===== src/rtl/uart_rx_ctrl.sv =====
// UART receive sequencer: start detection, per-bit oversample/bit counters,
// byte assembly, parity/stop checking and frame-end status pulses.
module uart_rx_ctrl #(
    parameter int PRESCALER_WIDTH = 5,
    parameter int DATA_WIDTH      = 8
) (
    input  logic                       CLK,
    input  logic                       RST,
    input  logic                       rx_in,
    input  logic [PRESCALER_WIDTH-1:0] prescale,
    input  logic                       par_en,
    input  logic                       par_typ,
    input  logic                       sampled_bit,
    output logic                       dat_samp_en,
    output logic [3:0]                 edge_cnt,
    output logic [DATA_WIDTH-1:0]      p_data,
    output logic                       data_valid,
    output logic                       par_err,
    output logic                       stp_err,
    output logic                       strt_glitch,
    output logic                       busy
);
    localparam int BW = (DATA_WIDTH > 1) ? $clog2(DATA_WIDTH) : 1;

    typedef enum logic [2:0] {IDLE, START, DATA, PARITY, STOP} state_t;

    state_t                state_q, state_d;
    logic [3:0]            edge_q, edge_d;
    logic [BW-1:0]         bit_q, bit_d;
    logic [DATA_WIDTH-1:0] shift_q, shift_d;
    logic [DATA_WIDTH-1:0] p_data_q, p_data_d;
    logic                  p8_q, p8_d;
    logic                  par_en_q, par_en_d;
    logic                  par_typ_q, par_typ_d;
    logic                  par_bad_q, par_bad_d;
    logic                  data_valid_q, data_valid_d;
    logic                  par_err_q, par_err_d;
    logic                  stp_err_q, stp_err_d;
    logic                  glitch_q, glitch_d;
    logic [3:0]            last_edge;
    logic                  decide;

    // Only 8 is special; every other prescale value runs as 16.
    assign last_edge = p8_q ? 4'd7 : 4'd15;
    assign decide    = (edge_q == last_edge);

    always_comb begin
        state_d      = state_q;
        edge_d       = edge_q;
        bit_d        = bit_q;
        shift_d      = shift_q;
        p_data_d     = p_data_q;
        p8_d         = p8_q;
        par_en_d     = par_en_q;
        par_typ_d    = par_typ_q;
        par_bad_d    = par_bad_q;
        data_valid_d = 1'b0;
        par_err_d    = 1'b0;
        stp_err_d    = 1'b0;
        glitch_d     = 1'b0;

        if (state_q == IDLE) edge_d = 4'd0;
        else                 edge_d = decide ? 4'd0 : edge_q + 4'd1;

        case (state_q)
            IDLE: begin
                if (!rx_in) begin
                    state_d   = START;
                    p8_d      = (prescale == PRESCALER_WIDTH'(8));
                    par_en_d  = par_en;
                    par_typ_d = par_typ;
                    par_bad_d = 1'b0;
                end
            end
            START: begin
                if (decide) begin
                    if (sampled_bit) begin
                        glitch_d = 1'b1;
                        state_d  = IDLE;
                    end else begin
                        state_d = DATA;
                        bit_d   = '0;
                    end
                end
            end
            DATA: begin
                if (decide) begin
                    shift_d[bit_q] = sampled_bit;
                    bit_d          = bit_q + BW'(1);
                    if (bit_q == BW'(DATA_WIDTH - 1))
                        state_d = par_en_q ? PARITY : STOP;
                end
            end
            PARITY: begin
                if (decide) begin
                    par_bad_d = sampled_bit ^ (^shift_q) ^ par_typ_q;
                    state_d   = STOP;
                end
            end
            STOP: begin
                if (decide) begin
                    // Status is registered, so it appears the cycle after this decision.
                    par_err_d = par_bad_q;
                    stp_err_d = ~sampled_bit;
                    if (!par_bad_q && sampled_bit) begin
                        data_valid_d = 1'b1;
                        p_data_d     = shift_q;
                    end
                    state_d = IDLE;
                end
            end
            default: state_d = IDLE;
        endcase
    end

    always_ff @(posedge CLK or posedge RST) begin
        if (RST) begin
            state_q      <= IDLE;
            edge_q       <= '0;
            bit_q        <= '0;
            shift_q      <= '0;
            p_data_q     <= '0;
            p8_q         <= 1'b0;
            par_en_q     <= 1'b0;
            par_typ_q    <= 1'b0;
            par_bad_q    <= 1'b0;
            data_valid_q <= 1'b0;
            par_err_q    <= 1'b0;
            stp_err_q    <= 1'b0;
            glitch_q     <= 1'b0;
        end else begin
            state_q      <= state_d;
            edge_q       <= edge_d;
            bit_q        <= bit_d;
            shift_q      <= shift_d;
            p_data_q     <= p_data_d;
            p8_q         <= p8_d;
            par_en_q     <= par_en_d;
            par_typ_q    <= par_typ_d;
            par_bad_q    <= par_bad_d;
            data_valid_q <= data_valid_d;
            par_err_q    <= par_err_d;
            stp_err_q    <= stp_err_d;
            glitch_q     <= glitch_d;
        end
    end

    assign busy        = (state_q != IDLE);
    assign dat_samp_en = busy;
    assign edge_cnt    = edge_q;
    assign p_data      = p_data_q;
    assign data_valid  = data_valid_q;
    assign par_err     = par_err_q;
    assign stp_err     = stp_err_q;
    assign strt_glitch = glitch_q;

endmodule

===== config.mk =====
export PLATFORM = sky130hd
export DESIGN_NAME = uart_rx_ctrl
export DESIGN_NICKNAME = d
export VERILOG_FILES = /design/src/rtl/uart_rx_ctrl.sv
export SDC_FILE = /design/constraint.sdc
export NUM_CORES = 1
export LEC_CHECK = 0
export CAP_MARGIN = 20
export CORE_UTILIZATION = 46
export DETAILED_ROUTE_END_ITERATION = 8
export PLACE_DENSITY = 0.76
export SLEW_MARGIN = 20
export SYNTH_ARGS = -nofsm -noshare
export SYNTH_HDL_FRONTEND = slang
export SYNTH_SLANG_ARGS = --single-unit

===== constraint.sdc =====
create_clock -name CLK -period 2.05 [get_ports CLK]
set_clock_uncertainty 0.05 [all_clocks]
set_input_delay 0.41 -clock CLK [delete_from_list [all_inputs] [get_ports CLK]]
set_output_delay 0.41 -clock CLK [all_outputs]
set_load 0.02 [all_outputs]

==> metrics.yaml <==
wl_per_cell_um: 14.9
synth_flop_cell: "dfrtp_1"
antenna_found_initial: 0
grt_pass1_wl_um: 5640
rows: 21
synth_top_family_by_area: "simple AND/OR/NAND/NOR gates"
coreArea_um2: 3360
n_fill_cell: 293
grt-ovfl-total: 0
cp-end-kind: "flip-flop"
syn_nets: 155
dp.cells: 219
yosys_register_bits: 34
grt_setup_unrepaired: "no"
synthAdderAreaFrac_pct: 2.31
crit_required_ns: 2.23
finalWirelength_um: 3380
synth_mux_area_share_pct: 12.4
gr-usage-all-layers_pct: 21.2
setup_viol: 0
tightest_slew_ns: 0.448
pin_count: 29
fin_crit_sh_pct: 97.4
p_leak_nw: 0.916
root_buffer: "clkbuf_4"
die_y_um: 61.4
num_vias: 1200
crit_type: "flip-flop to flip-flop"
syn_area_um2: 1620
drive_above_1_share_pct: 23.2
first_pass_iters: 4
tritoncts: "done"
drtAntennaViolNets: 0
synthXorXnorAreaFrac_pct: 6.78
area_growth_pct: 30.1
finalMaxSlewViolations: 0
first_global_vias: 1176
clkLatencyLatePin_ns: 0.34
die_width_um: 61.4
synth_compound_area_share_pct: 7.17
holdCritPathClass: "input pin to async pin"
powerDensity_nw_per_um2: 913
crit_arrival_ns: 2.18
avgSynthCellArea_um2: 11.5
portBuffers: 28
synth-simple-area-share_pct: 15.3
stdcell_count: 227
hold_viol_final: 0
dieArea_um2: 3770
totalPowerFinal_w: 0.00193
gp_congestion: 0.875
cap_violations: 0
via_per_inst: 5.29
fin_crit_ns: 2.00
worstPathMaxFanout: 11
cts_buffers: 5
antenna_cells: 0
relSlewSlack_pct: 70.0
drt-initial-drc-count: 44
syn_inst: 141
initial_core_util_pct: 48.3
start_kind: "flip-flop"
multi_input_area_um2: 742
clock.fmax_ghz: 0.501
peakVddDrop_uv: 556
ys_seq_area_share_pct: 52.4
synth_edf_count: 0
yosysWarnings: 0
remaining_drc_errors: 0
ctsHtreeMaxLevel: 2
post-cts-setup-buffer-count: 0
fin_area_um2: 2110
ctsLongestPathBuffers: 2
regArea_um2: 853
path_clk_slew_ns: 0.11
nNetsFinal: 194
async_flop_share_pct: 100
dp_hpwl_um: 2450
status: "complete, no violations"
placed_area_um2: 2030
ys_types: 35
grt_max_degree: 35
cts_sinks: 34
path summary, 6_finish.rpt:
path	cells past startpoint	from	endpoint	slack (ns)
worst max register to register	4	state_q[1]	shift_q[5]	0.05
worst min-delay path	3	RST	shift_q[3]	0.40
max in group asynchronous	3	RST	edge_cnt[1]	1.22
min in group CLK	1	edge_cnt[0]	edge_cnt[0]	0.47
worst max-delay path	4	state_q[1]	shift_q[5]	0.05
worst min register to register	1	edge_cnt[0]	edge_cnt[0]	0.47
metrics by stage:
step                setup TNS, ns  setup WS [ns]  util, %  hold slack, ns
global placement                0         0.0966     60.5           0.441
finish                          0         0.0528     62.8           0.403
detailed placement              0         0.0548     60.5           0.454
global route                    0         0.0182     62.8           0.460
floorplan                  -0.196        -0.0326        -           0.441
CTS                             0         0.0500     62.6           0.404
flip-flops by register name (all words and copies together), names as in the netlist:
| name | flops |
|---|---|
| par_bad_q | 1 |
| bit_q | 3 |
| par_err | 1 |
| par_typ_q | 1 |
| strt_glitch | 1 |
| state_q | 3 |
| par_en_q | 1 |
| data_valid | 1 |
| shift_q | 8 |
| edge_cnt | 4 |
| stp_err | 1 |
| p_data | 8 |
| p8_q | 1 |
report_power, final:
part | total, W | leakage [nW] | switching, W | internal, W
Sequential | 0.000874 | 0.444 | 0.000110 | 0.000765
Clock | 0.000485 | 0.0395 | 0.000226 | 0.000259
Combinational | 0.000568 | 0.433 | 0.000285 | 0.000283
Total | 0.00193 | 0.916 | 0.000621 | 0.00131
kinds of logic (layout without fill, tap and decap cells):
group	after synthesis	after routing
xor gates and xnor gates	11	11
AOI/OAI and AO/OA	18	18
DFF	34	34
muxes	18	18
adders and majority gates	3	3
buffers and inverters	14	54
and+or+nand+nor	43	43
critical path, cell delays in order (launching register included):
cell and delay [ns]:
dfrtp_1 0.53, nor2b_1 0.26, nand2_1 0.11, or4b_2 0.67, mux2_2 0.29
synth_stat cells (3+ instances only):
master	number	share of area, %
dfrtp_1	34	52
nor3_1	9	2.8
xnor2_1	8	4.3
clkbuf_1	4	0.92
inv_1	8	1.9
mux2_2	17	12
nand4_1	4	1.5
o21ai_0	8	2.5
nand2_1	9	2.1
nor2_1	5	1.2
ha_1	3	2.3
a21oi_1	3	0.92
area by class of cell:
class                           count  area share, %
Clock inverter                      1           1.42
Inverter                            8           1.42
Clock buffer                        7           2.13
Tap cell                           46           2.73
Multi-Input combinational cell     93           35.2
Sequential cell                    34           40.4
Timing Repair Buffer               38           16.7
what timing repair did:
| item | in CTS | in global routing |
|---|---|---|
| endpoints found under the hold margin | 0 | 0 |
| gates resized for setup | 2 | 1 |
| setup endpoints to repair | 2 | 2 |
| hold buffers | 0 | 0 |
per-layer routing:
layer  wire length, µm  share of wire, %  vias up  global-route usage (%)
met1              1560                46      582                    28.3
met4                43               1.3        0                    6.98
met2              1630                48       34                    33.1
met3               152               4.5        6                    6.93
met5                 0                 0        -                       0
li1                  -                 -      578                       -
cell usage in the layout (no fill, tap or decap), types with 3 or more instances in the layout:
| cell type | n |
|---|---|
| dfrtp_1 | 32 |
| clkdlybuf4s50_1 | 26 |
| mux2_2 | 15 |
| buf_4 | 10 |
| xnor2_1 | 8 |
| inv_1 | 8 |
| o21ai_0 | 8 |
| nand2_1 | 8 |
| nor3_1 | 8 |
| nor2_1 | 5 |
| clkbuf_4 | 5 |
| nand4_1 | 4 |
| a21oi_1 | 3 |
(Power assumes the default switching activity.)
